`src/rtl/spi_regfile_burst.sv`:
```
// ---------------------------------------------------------------------------
// spi_regfile_burst
//
// SPI-slave register file with burst transfers. Its SPI inputs are already
// synchronised to clk and are oversampled here. All four SPI modes are
// supported. A frame starts with a command byte {wr, addr[6:0]}. It is followed
// by any number of REG_WIDTH-bit data words, and the address auto-increments
// and wraps after each word. Writes land in the config bank. Reads return
// snapshots of the status bank.
//
// Optional feature (macro SPI_WR_STROBE_EN): adds cfg_wr_strobe/cfg_wr_addr,
// a one-clk pulse and the written address on every in-range config write.
//
// Ports:
//   clk          system clock
//   rstb         asynchronous active-low reset
//   ena          enable; when low, SPI edges are ignored and state holds
//   mode         {cpol,cpha}; captured at frame start
//   spi_cs_n     chip select, active low
//   spi_clk      SPI clock
//   spi_mosi     serial data in
//   spi_miso     serial data out (0 while deselected)
//   config_regs  config bank, reg n at [n*REG_WIDTH +: REG_WIDTH]
//   status_regs  status bank, same packing
//   txn_active   high while a frame is being decoded
//   cfg_wr_strobe, cfg_wr_addr   (SPI_WR_STROBE_EN only)
// ---------------------------------------------------------------------------
module spi_regfile_burst #(
    parameter int NUM_CFG    = 16,
    parameter int NUM_STATUS = 16,
    parameter int REG_WIDTH  = 8
) (
    input  logic                          clk,
    input  logic                          rstb,
    input  logic                          ena,
    input  logic [1:0]                    mode,
    input  logic                          spi_cs_n,
    input  logic                          spi_clk,
    input  logic                          spi_mosi,
    output logic                          spi_miso,
    output logic [NUM_CFG*REG_WIDTH-1:0]  config_regs,
    input  logic [NUM_STATUS*REG_WIDTH-1:0] status_regs,
    output logic                          txn_active
`ifdef SPI_WR_STROBE_EN
    ,
    output logic                          cfg_wr_strobe,
    output logic [6:0]                    cfg_wr_addr
`endif
);

    // The shift register must hold the 8-bit command even for narrow registers.
    localparam int RX_W = (REG_WIDTH > 8) ? REG_WIDTH : 8;
    localparam logic [5:0] LAST_BIT = 6'(REG_WIDTH - 1);

    typedef enum logic [1:0] {IDLE, CMD, WDATA, RDATA} state_t;

    state_t                         state_q, state_d;
    logic                           spi_clk_dly_q;
    logic [1:0]                     mode_q, mode_d;
    logic [5:0]                     bit_cnt_q, bit_cnt_d;
    logic [RX_W-1:0]                rx_q, rx_d;
    logic [REG_WIDTH-1:0]           tx_q, tx_d;
    logic [6:0]                     addr_q, addr_d;
    logic [NUM_CFG*REG_WIDTH-1:0]   cfg_q, cfg_d;

    logic                           rise, fall, sample_edge, shift_edge;
    logic                           word_done;
    logic [RX_W-1:0]                rx_shift;

    function automatic logic [6:0] next_addr(input logic [6:0] a, input int n);
        return (int'(a) == n - 1) ? 7'd0 : a + 7'd1;
    endfunction

    // Out-of-range status addresses read as zero.
    function automatic logic [REG_WIDTH-1:0] status_word(
        input logic [NUM_STATUS*REG_WIDTH-1:0] bank,
        input logic [6:0]                      a
    );
        logic [REG_WIDTH-1:0] v;
        v = '0;
        for (int i = 0; i < NUM_STATUS; i++) begin
            if (a == 7'(i)) begin
                v = bank[i*REG_WIDTH +: REG_WIDTH];
            end
        end
        return v;
    endfunction

    // Edge detection. With cpol==cpha the data is sampled on the rising
    // edge and shifted on the falling edge; otherwise the roles swap.
    always_comb begin
        rise        = spi_clk & ~spi_clk_dly_q;
        fall        = ~spi_clk & spi_clk_dly_q;
        sample_edge = (mode_q[1] == mode_q[0]) ? rise : fall;
        shift_edge  = (mode_q[1] == mode_q[0]) ? fall : rise;
        word_done   = (bit_cnt_q == LAST_BIT);
        rx_shift    = {rx_q[RX_W-2:0], spi_mosi};
    end

    // Frame decoding. A chip-select release always wins, so a bit sampled
    // in the same cycle and any partial word are dropped. tx only shifts
    // after the first bit of a word has been sampled, which keeps the
    // freshly loaded MSB on MISO for both cpha settings.
    always_comb begin
        state_d   = state_q;
        mode_d    = mode_q;
        bit_cnt_d = bit_cnt_q;
        rx_d      = rx_q;
        tx_d      = tx_q;
        addr_d    = addr_q;
        cfg_d     = cfg_q;

        if (ena) begin
            if (spi_cs_n) begin
                state_d   = IDLE;
                bit_cnt_d = '0;
                rx_d      = '0;
                tx_d      = '0;
            end else begin
                case (state_q)
                    IDLE: begin
                        state_d   = CMD;
                        mode_d    = mode;
                        bit_cnt_d = '0;
                        rx_d      = '0;
                        tx_d      = '0;
                    end
                    CMD: begin
                        if (sample_edge) begin
                            rx_d      = rx_shift;
                            bit_cnt_d = bit_cnt_q + 6'd1;
                            if (bit_cnt_q == 6'd7) begin
                                bit_cnt_d = '0;
                                rx_d      = '0;
                                addr_d    = rx_shift[6:0];
                                if (rx_shift[7]) begin
                                    state_d = WDATA;
                                end else begin
                                    state_d = RDATA;
                                    tx_d    = status_word(status_regs, rx_shift[6:0]);
                                    addr_d  = next_addr(rx_shift[6:0], NUM_STATUS);
                                end
                            end
                        end
                    end
                    WDATA: begin
                        if (sample_edge) begin
                            rx_d      = rx_shift;
                            bit_cnt_d = bit_cnt_q + 6'd1;
                            if (word_done) begin
                                bit_cnt_d = '0;
                                rx_d      = '0;
                                for (int i = 0; i < NUM_CFG; i++) begin
                                    if (addr_q == 7'(i)) begin
                                        cfg_d[i*REG_WIDTH +: REG_WIDTH] = rx_shift[REG_WIDTH-1:0];
                                    end
                                end
                                addr_d = next_addr(addr_q, NUM_CFG);
                            end
                        end
                    end
                    RDATA: begin
                        if (sample_edge) begin
                            bit_cnt_d = bit_cnt_q + 6'd1;
                            if (word_done) begin
                                bit_cnt_d = '0;
                                tx_d      = status_word(status_regs, addr_q);
                                addr_d    = next_addr(addr_q, NUM_STATUS);
                            end
                        end else if (shift_edge && bit_cnt_q >= 6'd1 && bit_cnt_q <= LAST_BIT) begin
                            tx_d = {tx_q[REG_WIDTH-2:0], 1'b0};
                        end
                    end
                    default: state_d = IDLE;
                endcase
            end
        end
    end

    // The SPI clock history updates regardless of ena so that re-enabling
    // never acts on a stale edge.
    always_ff @(posedge clk or negedge rstb) begin
        if (!rstb) begin
            state_q       <= IDLE;
            spi_clk_dly_q <= 1'b0;
            mode_q        <= 2'b00;
            bit_cnt_q     <= '0;
            rx_q          <= '0;
            tx_q          <= '0;
            addr_q        <= '0;
            cfg_q         <= '0;
        end else begin
            state_q       <= state_d;
            spi_clk_dly_q <= spi_clk;
            mode_q        <= mode_d;
            bit_cnt_q     <= bit_cnt_d;
            rx_q          <= rx_d;
            tx_q          <= tx_d;
            addr_q        <= addr_d;
            cfg_q         <= cfg_d;
        end
    end

    assign spi_miso    = ~spi_cs_n & tx_q[REG_WIDTH-1];
    assign config_regs = cfg_q;
    assign txn_active  = (state_q != IDLE);

`ifdef SPI_WR_STROBE_EN
    logic       cfg_wr_strobe_q, cfg_wr_strobe_d;
    logic [6:0] cfg_wr_addr_q, cfg_wr_addr_d;

    // The strobe is registered alongside the config bank, so it is high in
    // exactly the cycle the new value becomes visible.
    always_comb begin
        cfg_wr_strobe_d = 1'b0;
        cfg_wr_addr_d   = cfg_wr_addr_q;
        if (ena && !spi_cs_n && state_q == WDATA && sample_edge && word_done
            && int'(addr_q) < NUM_CFG) begin
            cfg_wr_strobe_d = 1'b1;
            cfg_wr_addr_d   = addr_q;
        end
    end

    always_ff @(posedge clk or negedge rstb) begin
        if (!rstb) begin
            cfg_wr_strobe_q <= 1'b0;
            cfg_wr_addr_q   <= 7'd0;
        end else begin
            cfg_wr_strobe_q <= cfg_wr_strobe_d;
            cfg_wr_addr_q   <= cfg_wr_addr_d;
        end
    end

    assign cfg_wr_strobe = cfg_wr_strobe_q;
    assign cfg_wr_addr   = cfg_wr_addr_q;
`endif

endmodule

```
`config.mk`:
```
export PLATFORM = sky130hd
export DESIGN_NAME = spi_regfile_burst
export DESIGN_NICKNAME = d
export VERILOG_FILES = /design/src/rtl/spi_regfile_burst.sv
export SDC_FILE = /design/constraint.sdc
export NUM_CORES = 1
export LEC_CHECK = 0
export BUFFER_PORTS_ARGS = -buffer_cell sky130_fd_sc_hd__buf_2
export CORE_MARGIN = 2
export CORE_UTILIZATION = 50
export DETAILED_ROUTE_END_ITERATION = 8
export GPL_TIMING_DRIVEN = 0
export PLACE_DENSITY = 0.77
export SLEW_MARGIN = 15
export SYNTH_ARGS = -nofsm -noshare
export SYNTH_HDL_FRONTEND = slang
export SYNTH_SLANG_ARGS = --single-unit
```
`constraint.sdc`:
```
create_clock -name clk -period 5.39 [get_ports clk]
set_input_delay 0.2695 -clock clk [delete_from_list [all_inputs] [get_ports clk]]
set_output_delay 0.2695 -clock clk [all_outputs]
set_load 0.01 [all_outputs]
```
* Yosys cells after proc, flatten, opt, wreduce, memory -nomap -nowiden *
Cells that the tools add are included.

operators by class
  multiplexer cells = 63
  add/sub/neg operators = 3
  bitwise logic cells = 6
  equality and inequality tests = 48
  order comparisons = 2
  reduce and logical (&&, ||, !) cells = 35

operator list
  kind                                                                   count
  8-bit 2-to-1 mux                                                       39
  7-bit by 4-bit == test with 1-bit output, second input constant        16
  6-bit AND reduction                                                    16
  7-bit 2-to-1 mux                                                       10
  7-bit by 3-bit == test with 1-bit output, second input constant        8
  7-bit by 2-bit == test with 1-bit output, second input constant        4
  7-bit case mux with 2 select lines                                     2
  8-bit case mux with 3 select lines                                     1
  6-bit 2-to-1 mux                                                       3
  7-bit by 1-bit adder with 7-bit output, second input constant          2
  7-bit by 1-bit == test with 1-bit output, second input constant        2
  7-bit by 5-bit == test with 1-bit output, second input constant        2
  7-bit logical NOT                                                      2
  7-bit AND reduction                                                    2
  6-bit case mux with 2 select lines                                     1
  3-bit != test, second input constant                                   3
  4-bit != test, second input constant                                   2
  6-bit by 1-bit adder with 6-bit output, second input constant          1
  6-bit by 3-bit == test with 1-bit output, second input constant        1
  6-bit by 1-bit >= comparator with 1-bit output, second input constant  1
  6-bit by 3-bit <= comparator with 1-bit output, second input constant  1
  2-bit 2-to-1 mux                                                       3
  3-bit by 1-bit != test with 1-bit output, second input constant        2
  3-bit AND reduction                                                    2
  18 further kinds                                                       31

word-level totals
  output and inout bits = 130
  register bits after elaboration = 161
  input port bits = 136

* Longest topological paths before layout *
Gate-level depths: netlist of the first run.

  depth after elaboration = 22
  mapped depth = 13

* Worst setup path before layout of the first run *
OpenSTA, ideal clock, no wires.

  path type = input port to flip-flop
  from = in spi_mosi
  to = reg tx_q[4]
  arrival time = 2682 ps
  path slack = 2604 ps
  path buffers = 3
  library setup time = 104 ps
  stages on the path = 12
  path through = clkbuf_1 -> clkbuf_1 -> inv_1 -> ha_1 -> or4b_1 -> buf_2 -> or2_2 -> a211oi_1 -> o221a_2 -> o31ai_1 -> a221o_1 -> o311ai_1

between the ends
  word-level cells in the longest chain between the ends = 22

ends and longest elaborated chain
  what                                    line  source
  from (decl)                             39    input logic spi_mosi,
  7-bit logical NOT                       82    if (a == 7'(i)) begin
  8-bit 2-to-1 mux (15 in a row)          82
  8-bit 2-to-1 mux (*)                    82
  8-bit 2-to-1 mux (*)                    136   if (rx_shift[7]) begin
  8-bit 2-to-1 mux (*)                    132   if (bit_cnt_q == 6'd7) begin
  8-bit 2-to-1 mux (*)                    129   if (sample_edge) begin
  8-bit case mux with 3 select lines (*)  120   case (state_q)
  8-bit 2-to-1 mux (*)                    114   if (spi_cs_n) begin
  to (signal assigned)                    198   tx_q <= tx_d;
  to (decl)                               62    logic [REG_WIDTH-1:0] tx_q, tx_d;

Mark *: on every way between the ends. The rest lies on a longest branch, timed or not. The select of a mux whose other input is x is not followed.
A chain may end at the register's enable or synchronous reset.

* Worst setup path in the final report of the first run *
  from = in spi_mosi
  to = reg tx_q[3]

The elaborated chain is that of the path after synthesis.

==> impl_metrics.tcl, run 1 <==
set metrics [dict create \
    fp.dieW_um 145 \
    insertion_delay_ps 440 \
    startpoint "spi_mosi" \
    arrival_ps 4530 \
    period_share_pct 78.0 \
    hold_path.class "input pin to flop" \
    grt_max_degree 90 \
    synth_top_area_share_pct 40.5 \
    diodes 0 \
    grtUsageTotal_pct 38.6 \
    vias 10317 \
    rows 51 \
    route.antenna.remaining_nets 0 \
    grt_pass1_wl_mm 62.2 \
    critPathLaunchType "input pin" \
    hold_viol 0 \
    synth.largest_area_cell "dfrtp_1" \
    max-slew-margin-rel_pct 6.43 \
    routed_wl_mm 41.1 \
    crit_buf_inv 4 \
    slew_viol_final 0 \
    stdcell_area_mm2 0.0123 \
    min_period_ps 4210 \
    syn-cell-area_mm2 0.00994 \
    wl_per_cell_um 25.7 \
    synth_flop_cell "dfrtp_1" \
    cts_sinks 161 \
    synth_nets 1185 \
    core_mm2 0.0195 \
    post_dp_cell_area_mm2 0.0116 \
    setup_viol 0 \
    cp_max_fo 10 \
    worst_path_max_delay_cell "nor4b_1" \
    worst_slew_pin_slew_ps 1380 \
    die_h_um 145 \
    rr_startpoint "rx_q[0]$_DFFE_PN0P_" \
    synth.avg_cell_area_um2 9.62 \
    clock_path_buffers 2 \
    drt_iter0_drc 1134 \
    ys_ff_latch 161 \
    p_leak_nw 6.00 \
    worst_setup_path_end_kind "flop" \
    post_cts_resized 0 \
    setup_tns_ps 0 \
    io_buffer_count 264 \
    tritoncts "done" \
    cp_cell_sequence "buf_2 -> clkbuf_1 -> clkbuf_1 -> inv_1 -> ha_1 -> nor4b_1 -> nand3b_1 -> o31ai_1 -> a311oi_1 -> o21ai_0 -> a211oi_1 -> a211o_1" \
    remaining_drc_errors 0 \
    firstDrtPassIters 6 \
    rsz0062_at_grt "no" \
    drive_gt1_share_pct 35.6 \
    grt_overflow_total 0 \
    place_hpwl_mm 31.3 \
    async_reset_ff_share_pct 100 \
    cts_buffers 17 \
    synth_cell_type_count 78 \
    cp_data_required_time_ps 5720 \
    yosysSeqAreaShare_pct 40.5 \
    clock.fmax_mhz 238 \
    max_stage_delay_ps 1120 \
    antenna_found_initial 0 \
    ys_warn_count 0 \
    path_class "input pin to flop" \
    cp_top_family "simple AND/OR/NAND/NOR gates" \
    synth_cells 1034 \
    ios 266 \
    crit_top_cell "clkbuf_1" \
    max_cap_violations 0 \
    htree_levels 4 \
    synth_area_leaders "dfrtp_1, mux2_2, nand2_1, o21ai_0, a21oi_1" \
    gp_congestion 1.02 \
    max-vdd-ir-drop_v 0.000239 \
    grt_pass1_vias 10165 \
    power_density_mw_per_mm2 313 \
    syn2layout_area_growth_pct 23.4 \
    skew_ps 18.2 \
    initial_core_util_pct 51.1 \
    vias_per_cell 6.46 \
    min_from "mode[0]" \
    synth_edf_count 0 \
    dieArea_mm2 0.0210 \
    nets 1471 \
    clk_pin_slew_ps 80 \
    outcome "complete, no violations" \
    cts-root-buf "clkbuf_16" \
]
## state kept, by name (all words and copies together) (netlist names)
signal         count
mode_q             2
tx_q               8
state_q            2
rx_q               7
spi_clk_dly_q      1
bit_cnt_q          6
addr_q             7
config_regs      128
## Yosys cell counts (all sizes together), types with 14 or more instances
master  number
a211oi      16
nand2       99
a221oi      23
nor2        59
nand3       38
inv         21
o211ai      20
nor3        31
nand2b      14
and3        14
ha          15
mux2       132
dfrtp      161
clkbuf      58
o21ai       65
nor3b       15
a21oi       53
## repair_timing
item	4_1_cts	5_1_grt
endpoints found under the setup margin	0	0
setup buffers	0	0
hold buffers	2	0
hold endpoints to repair	73	0
## layer usage
metal	GRT usage, %	up-vias	wire length, µm
met2	60.1	691	18700
met4	17.5	0	1900
met5	0	-	0
li1	-	4469	-
met3	9.09	110	4230
met1	51.3	5047	16300
## path summary, 6_finish.rpt
| check | to | slack [ps] | depth (start not counted) |
|---|---|---|---|
| worst max-delay path | tx_q[3]$_DFFE_PN0P_ | 1180 | 12 |
| worst min-delay path | mode_q[0]$_DFFE_PN0P_ | 70 | 2 |
| worst max register to register | tx_q[3]$_DFFE_PN0P_ | 1580 | 8 |
| worst min register to register | config_regs[106]$_DFFE_PN0P_ | 500 | 1 |
| max in group asynchronous | config_regs[29]$_DFFE_PN0P_ | 4200 | 3 |
| min in group asynchronous | tx_q[0]$_DFFE_PN0P_ | 360 | 2 |
## worst reg2reg max path, stage by stage (launching register included)
cell      delay (ps)
dfrtp_1          400
ha_1             280
nor4b_1         1130
nand3b_1         600
o31ai_1          400
a311oi_1          90
o21ai_0          410
a211oi_1         150
a211o_1          260
## cells by family after synthesis
| kind of cell | Yosys count | share of synthesized area, % |
|---|---|---|
| and+or+nand+nor | 335 | 17.8 |
| xor gates and xnor gates | 8 | 0.705 |
| muxes | 135 | 15.2 |
| adders and majority gates | 15 | 1.89 |
| AOI/OAI and AO/OA | 288 | 20.1 |
| buffers and inverters | 92 | 3.75 |
| DFF | 161 | 40.5 |
## power by group
part	internal [mW]	total [mW]	switching, mW
clock network	0.708	1.27	0.562
registers	1.25	1.29	0.0402
logic	0.416	1.29	0.871
total	2.37	3.84	1.47
## through the flow
| step | worst slack, ps | hold slack, ps | util, % | total power [mW] | cells |
|---|---|---|---|---|---|
| after floorplan | 2600 | -26.1 | - | 2.04 | 1034 |
| after global placement | 1110 | 437 | 59.6 | 2.54 | 1563 |
| after detailed placement | 1040 | 258 | 59.8 | 2.55 | 1564 |
| after CTS | 1480 | 64.8 | 63.1 | 3.81 | 1598 |
| after global routing | 1230 | 67.9 | 63.1 | 3.97 | 1598 |
| final | 1180 | 69.6 | 63.1 | 3.84 | 1598 |
## final cells by class
cell class	instances	area, µm²
fillers	1624	7190
multi-input cells	781	5540
flip-flops and latches	161	4030
repair buffers	267	1380
clock buffers	17	425
well taps	265	332
plain buffers	71	294
clock inverters	15	195
inverters	21	78.8
## layout by cell type, fill, tap and decap left out, types with 17 or more instances in the layout
cell type	instances
mux2_2	132
o211ai_1	20
nand2_1	99
dfrtp_1	161
clkbuf_16	17
a221oi_1	23
nand3_1	38
inv_1	21
buf_2	273
nor3_1	29
a21oi_1	53
o21ai_0	62
nor2_1	45
clkbuf_1	58
Power figures use the tool's default switching activity.
==> inputs of run 2 (changes only) <==
--- a/config.mk
+++ b/config.mk
@@ -5,12 +5,13 @@
 export SDC_FILE = /design/constraint.sdc
 export NUM_CORES = 1
 export LEC_CHECK = 0
+export ABC_AREA = 1
 export BUFFER_PORTS_ARGS = -buffer_cell sky130_fd_sc_hd__buf_2
 export CORE_MARGIN = 2
-export CORE_UTILIZATION = 50
+export CORE_UTILIZATION = 48
 export DETAILED_ROUTE_END_ITERATION = 8
 export GPL_TIMING_DRIVEN = 0
-export PLACE_DENSITY = 0.77
+export PLACE_DENSITY = 0.78
 export SLEW_MARGIN = 15
 export SYNTH_ARGS = -nofsm -noshare
 export SYNTH_HDL_FRONTEND = slang
==> constraint.sdc (replaced) <==
create_clock -name clk -period 3.5 [get_ports clk]
set_input_delay 0.175 -clock clk [delete_from_list [all_inputs] [get_ports clk]]
set_output_delay 0.175 -clock clk [all_outputs]
set_load 0.01 [all_outputs]
==> run 2 against run 1 <==
Clock skew is 6.9 ps lower. Synthesized area is 3.5% lower. Wire length is 19% lower. Combinational power is 45% higher. Via count is 0.30% lower. Critical path type is now flop to flop. Critical endpoint is now tx_q[7]$_DFFE_PN0P_. Largest cell class unchanged.
==> impl_metrics.tcl, run 2 <==
set metrics [dict create \
    layout_commonest_cell "nand2_1" \
    worst_slew_pin_slew_ps 724 \
    clockPowerShare_pct 34.6 \
    stdcell_area_mm2 0.0120 \
    drive_gt1_share_pct 23.1 \
    layout_common_cells "nand2_1, buf_2, o21ai_0" \
    max_cap_violations 0 \
    power_density_mw_per_mm2 492 \
    tritoncts "done" \
    cts-root-buf "clkbuf_16" \
    crit_top_cell "nand2_1" \
    crit_buf_inv 2 \
    grt_pass1_vias 10000 \
    post-cts-setup-buffer-count 0 \
    grtUsageTotal_pct 31.4 \
    synth_top_area_share_pct 42.0 \
    synth.largest_area_cell "dfrtp_1" \
    remaining_drc_errors 0 \
    clock.fmax_mhz 315 \
    period_share_pct 90.7 \
    grt_overflow_total 0 \
    fin_hold_ws_ps 94.2 \
    cts_buffers 17 \
    outcome "complete, no violations" \
    startpoint "rx_q[0]$_DFFE_PN0P_" \
    grt_max_degree 108 \
    ios 266 \
    synth_cells 1344 \
    min_period_ps 3180 \
    hold_path.class "input pin to flop" \
    worst_path_max_delay_cell "dfrtp_1" \
    rows 51 \
    setup_viol 0 \
    synth_common_cells "nand2_1, o21ai_0, dfrtp_1, nand3_1, a21oi_1" \
    rr_startpoint "rx_q[0]$_DFFE_PN0P_" \
    synth_edf_count 0 \
    synth_flop_cell "dfrtp_1" \
    syn2layout_area_growth_pct 24.9 \
    yosysSeqAreaShare_pct 42.0 \
    setup_tns_ps 0 \
    routed_wl_mm 33.4 \
    gp_congestion 0.920 \
    slew_viol_final 0 \
    core_mm2 0.0195 \
    max-vdd-ir-drop_v 0.000456 \
    path_class "flop to flop" \
    max_stage_delay_ps 460 \
    power_switching_mw 2.12 \
    vias_per_cell 5.39 \
    largest_reg_flops 128 \
    die_h_um 145 \
    clock_path_buffers 2 \
    cp.depth 23 \
    hold_viol 0 \
    p_seq_share_pct 33.7 \
    synth_area_leaders "dfrtp_1, nand2_1, o21ai_0, nand3_1, a21oi_1" \
    rr_endpoint "tx_q[7]$_DFFE_PN0P_" \
    fill_cells 1849 \
    max-slew-margin-rel_pct 51.7 \
    clk_pin_slew_ps 60 \
    setup_ws_ps 325 \
    cp_top_family "simple AND/OR/NAND/NOR gates" \
    grt_pass1_wl_mm 53.2 \
    arrival_ps 3530 \
    worst_setup_path_end_kind "flop" \
    vias 10286 \
    sw_frac_of_total_pct 36.0 \
    combPwrFrac_pct 31.7 \
    cp_data_required_time_ps 3860 \
    cp_max_fo 11 \
    critPathLaunchType "flop" \
    htree_levels 4 \
    synth_nets 1495 \
    synth.avg_cell_area_um2 7.14 \
    synth_cell_type_count 43 \
    ys_ff_latch 161 \
    initial_core_util_pct 49.1 \
    synth_most_common_cell "nand2_1" \
    antenna_found_initial 1 \
    ys_warn_count 0 \
    dieArea_mm2 0.0211 \
    post_dp_cell_area_mm2 0.0113 \
    cp_cell_sequence "clkinvlp_4 -> clkbuf_4 -> ha_1 -> nand2_1 -> nor2_2 -> nand3_1 -> nand3_1 -> o211ai_1 -> nand3_1 -> o21ai_1 -> o21ai_1 -> nand2_1 -> nand2_1 -> nand2_1 -> nand2_1 -> nand2_1 -> nand3_1 -> nand2_1 -> nand2_1 -> nand2_1 -> nand2_1 -> nand2_1 -> nand2_1" \
    r2r_cells 23 \
    route.antenna.remaining_nets 0 \
    place_hpwl_mm 25.1 \
    skew_ps 11.3 \
    endpoint "tx_q[7]$_DFFE_PN0P_" \
    p_int_mw 3.77 \
    firstDrtPassIters 6 \
    p_leak_nw 6.24 \
    cts_sinks 161 \
    rsz0062_at_grt "no" \
    r2r_slack_ps 320 \
    fp.dieW_um 145 \
    nets 1782 \
    io_buffer_count 264 \
    wl_per_cell_um 17.5 \
    syn-cell-area_mm2 0.00959 \
    power.total_mw 5.89 \
    async_reset_ff_share_pct 100 \
    insertion_delay_ps 420 \
    pre_cts_ws_ps -319 \
    drt_iter0_drc 683 \
]
-- run 2: cell count changes in the layout (fill, tap and decap cells not counted), sizes merged, moves of 14 or more --
cell and delta:
nand2b -14, nand2 +345, a21oi +47, inv +92, o21ai +110, mux2 -130, nor2 +47, clkbuf -17
a211oi -16, nor3 -24, a221oi -23, nand3 +66, or2 +20
-- run 2: final cells by class --
cell class              count  area (µm²)  area share (%)
multi-input cells        1018        4910            41.0
flip-flops and latches    161        4030            33.6
repair buffers            269        1400            11.7
inverters                 114         437            3.65
clock buffers              17         425            3.55
well taps                 265         332            2.77
plain buffers              50         225            1.88
clock inverters            15         220            1.84
diodes                      1        2.50          0.0209
-- run 2: what timing repair did --
action,in CTS,in global routing
gates resized for setup,2,2
endpoints found under the hold margin,57,0
hold buffers,4,0
endpoints found under the setup margin,8,8
-- run 2: how the worst min path moves through the flow --
stage | from | endpoint | depth (start not counted)
global placement | spi_clk | spi_clk_dly_q$_DFF_PN0_ | 1
CTS | ena | state_q[1]$_DFFE_PN0P_ | 3
floorplan | rstb | addr_q[0]$_DFFE_PN0P_ | 0
global route | ena | state_q[1]$_DFFE_PN0P_ | 3
finish | ena | state_q[1]$_DFFE_PN0P_ | 3
detailed placement | rstb | config_regs[13]$_DFFE_PN0P_ | 1
-- run 2: kinds of logic after synthesis --
kind of cell	count (synthesis)	share of synthesized area, %
AO/OA/AOI/OAI	299	16.3
flip-flops	161	42.0
adder cells (fa/ha/maj)	15	1.96
AND/OR/NAND/NOR	698	32.3
buffers and inverters	165	6.86
multiplexers	2	0.235
XOR/XNOR	4	0.365
-- run 2: per-stage QoR --
step / util, % / instances
6_report: 61.3 / 1910
5_1_grt: 61.3 / 1910
4_1_cts: 61.3 / 1910
3_5_place_dp: 57.8 / 1874
3_3_place_gp: 57.6 / 1873
2_1_floorplan: - / 1344
-- run 2: worst register-to-register path: stages (launching register included) --
cell	delay, ps
dfrtp_1	460
clkinvlp_4	220
clkbuf_4	300
ha_1	240
nand2_1	80
nor2_2	340
nand3_1	120
nand3_1	110
o211ai_1	80
nand3_1	130
o21ai_1	90
o21ai_1	130
nand2_1	80
nand2_1	70
nand2_1	50
nand2_1	80
nand2_1	60
nand3_1	80
nand2_1	70
nand2_1	90
nand2_1	60
nand2_1	60
nand2_1	40
nand2_1	70
-- run 2: power groups by stage --
| stage | clock (mW) | combinational, mW | sequential (mW) |
|---|---|---|---|
| final | 2.04 | 1.87 | 1.99 |
| after CTS | 2.06 | 1.86 | 1.98 |
| after global placement | 0 | 1.83 | 2.02 |
| after global routing | 2.13 | 2.12 | 2.00 |
| after detailed placement | 0 | 1.85 | 2.02 |
| after floorplan | 0 | 1.28 | 2.01 |
-- run 2: metal layers --
| metal | GRT usage, % | share of wire [%] | vias to the layer above |
|---|---|---|---|
| li1 | - | - | 4946 |
| met2 | 50.5 | 47 | 499 |
| met1 | 42.3 | 42 | 4784 |
| met3 | 7.30 | 8.8 | 57 |
| met4 | 10.3 | 2.5 | 0 |
| met5 | 0 | 0 | - |
==> inputs of run 3 (changes only) <==
--- a/config.mk
+++ b/config.mk
@@ -8,10 +8,10 @@
 export ABC_AREA = 1
 export BUFFER_PORTS_ARGS = -buffer_cell sky130_fd_sc_hd__buf_2
 export CORE_MARGIN = 2
-export CORE_UTILIZATION = 48
+export CORE_UTILIZATION = 45
 export DETAILED_ROUTE_END_ITERATION = 8
 export GPL_TIMING_DRIVEN = 0
-export PLACE_DENSITY = 0.78
+export PLACE_DENSITY = 0.74
 export SLEW_MARGIN = 15
 export SYNTH_ARGS = -nofsm -noshare
 export SYNTH_HDL_FRONTEND = slang
==> run 3 against run 2 <==
Flip-flop and latch count unchanged. Sequential power about the same. Total power is 5.7% lower. Wire length down 3.4%. Non-clock buffer count decreased by 1. Largest power group is now registers.
==> impl_metrics.tcl, run 3 (synthesized netlist as in run 2, its figures left out) <==
set metrics [dict create \
    outcome "complete, no violations" \
    grt_pass1_wl_mm 50.5 \
    place_inst 1884 \
    largest_reg_flops 128 \
    r2r_cells 22 \
    dieArea_mm2 0.0225 \
    initial_core_util_pct 45.8 \
    setup_viol 0 \
    die_h_um 150 \
    drive_gt1_share_pct 23.0 \
    critPathLaunchType "flop" \
    cts-root-buf "clkbuf_16" \
    endpoint "tx_q[7]$_DFFE_PN0P_" \
    worst_slew_pin_slew_ps 732 \
    max_cap_violations 0 \
    skew_ps 9.18 \
    layout_commonest_cell "nand2_1" \
    post_dp_cell_area_mm2 0.0113 \
    r2r_slack_ps 390 \
    clock_path_buffers 2 \
    slew_viol_final 0 \
    clk_pin_slew_ps 70 \
    setup_tns_ps 0 \
    gp_congestion 0.922 \
    core_mm2 0.0210 \
    wl_per_cell_um 16.8 \
    fin_util_pct 56.7 \
    layout_common_cells "nand2_1, buf_2, o21ai_0" \
    hold_viol 0 \
    rsz0062_at_grt "no" \
    period_share_pct 88.7 \
    max-slew-margin-rel_pct 51.2 \
    cts_sinks 161 \
    power.total_mw 5.56 \
    route.antenna.remaining_nets 0 \
    insertion_delay_ps 420 \
    grt_pass1_vias 9767 \
    nets 1781 \
    p_leak_nw 6.16 \
    hold_path.class "input pin to flop" \
    cts_buffers 17 \
    fp.dieW_um 150 \
    diodes 0 \
    drt_iter0_drc 605 \
    rows 53 \
    antenna_found_initial 0 \
    vias 10279 \
    grtUsageTotal_pct 28.7 \
    arrival_ps 3460 \
    min_from "spi_mosi" \
    max-vdd-ir-drop_v 0.000309 \
    instances_no_fill 1917 \
    rr_startpoint "rx_q[0]$_DFFE_PN0P_" \
    startpoint "rx_q[0]$_DFFE_PN0P_" \
    vias_per_cell 5.36 \
    worst_setup_path_end_kind "flop" \
    routed_wl_mm 32.3 \
    setup_ws_ps 394 \
    cp_data_required_time_ps 3850 \
    htree_levels 4 \
    ios 266 \
    place_hpwl_mm 24.5 \
    fin_hold_ws_ps 80.8 \
    rr_endpoint "tx_q[7]$_DFFE_PN0P_" \
    pre_cts_ws_ps -300 \
    power_density_mw_per_mm2 468 \
    cp_max_fo 21 \
    remaining_drc_errors 0 \
    path_class "flop to flop" \
    firstDrtPassIters 5 \
    grt_max_degree 102 \
    min_period_ps 3110 \
    grt_overflow_total 0 \
    clock.fmax_mhz 322 \
    stdcell_area_mm2 0.0119 \
    tritoncts "done" \
    syn2layout_area_growth_pct 23.8 \
    io_buffer_count 264 \
]
[run 3: cell type report]
class,count,area (µm²)
fill,2059,9080
buffer,49,218
timing repair buffer,269,1400
multi-input combinational,1018,4900
tap,275,344
sequential,161,4030
clock buffer,19,443
clock inverter,12,100
inverter,114,437
[run 3: power by group]
group | leakage (nW) | switching [mW] | internal (mW)
Clock | 0.247 | 0.785 | 0.938
Sequential | 2.23 | 0.0683 | 1.92
Combinational | 3.69 | 1.22 | 0.627
Total | 6.16 | 2.07 | 3.49
[run 3: worst min path at each step]
stage	to	depth (start not counted)	slack [ps]
after CTS	rx_q[0]$_DFFE_PN0P_	3	70
after floorplan	addr_q[0]$_DFFE_PN0P_	0	-120
after global routing	state_q[1]$_DFFE_PN0P_	3	80
after global placement	spi_clk_dly_q$_DFF_PN0_	1	320
final	rx_q[0]$_DFFE_PN0P_	3	80
after detailed placement	config_regs[100]$_DFFE_PN0P_	1	150
[run 3: layer usage]
| layer | share of wire [%] | GRT usage [%] |
|---|---|---|
| met2 | 47 | 47.0 |
| met3 | 9.8 | 7.47 |
| met1 | 42 | 37.9 |
| met4 | 1.4 | 7.45 |
| met5 | 0 | 0 |
[run 3: worst max-delay path, stage by stage (launching register included)]
cell and delay (ps):
dfrtp_1 440, clkinvlp_4 460, ha_1 400, nand4_2 150, buf_6 190, nand3_1 100, nand3_1 120, o211ai_1 90
nand3_1 90, o21ai_1 80, o21ai_1 150, nand2_1 70, nand2_1 70, nand2_1 50, nand2_1 60, nand2_1 70
nand3_1 70, nand2_1 50, nand2_1 60, nand2_1 50, nand2_1 90, nand2_1 60, nand2_1 80
[run 3: repair_timing]
action | 4_1_cts | 5_1_grt
endpoints found under the setup margin | 8 | 8
pin swaps | 0 | 0
endpoints found under the hold margin | 63 | 0
resized for setup | 1 | 1
hold buffers | 4 | 0
setup buffers | 0 | 0
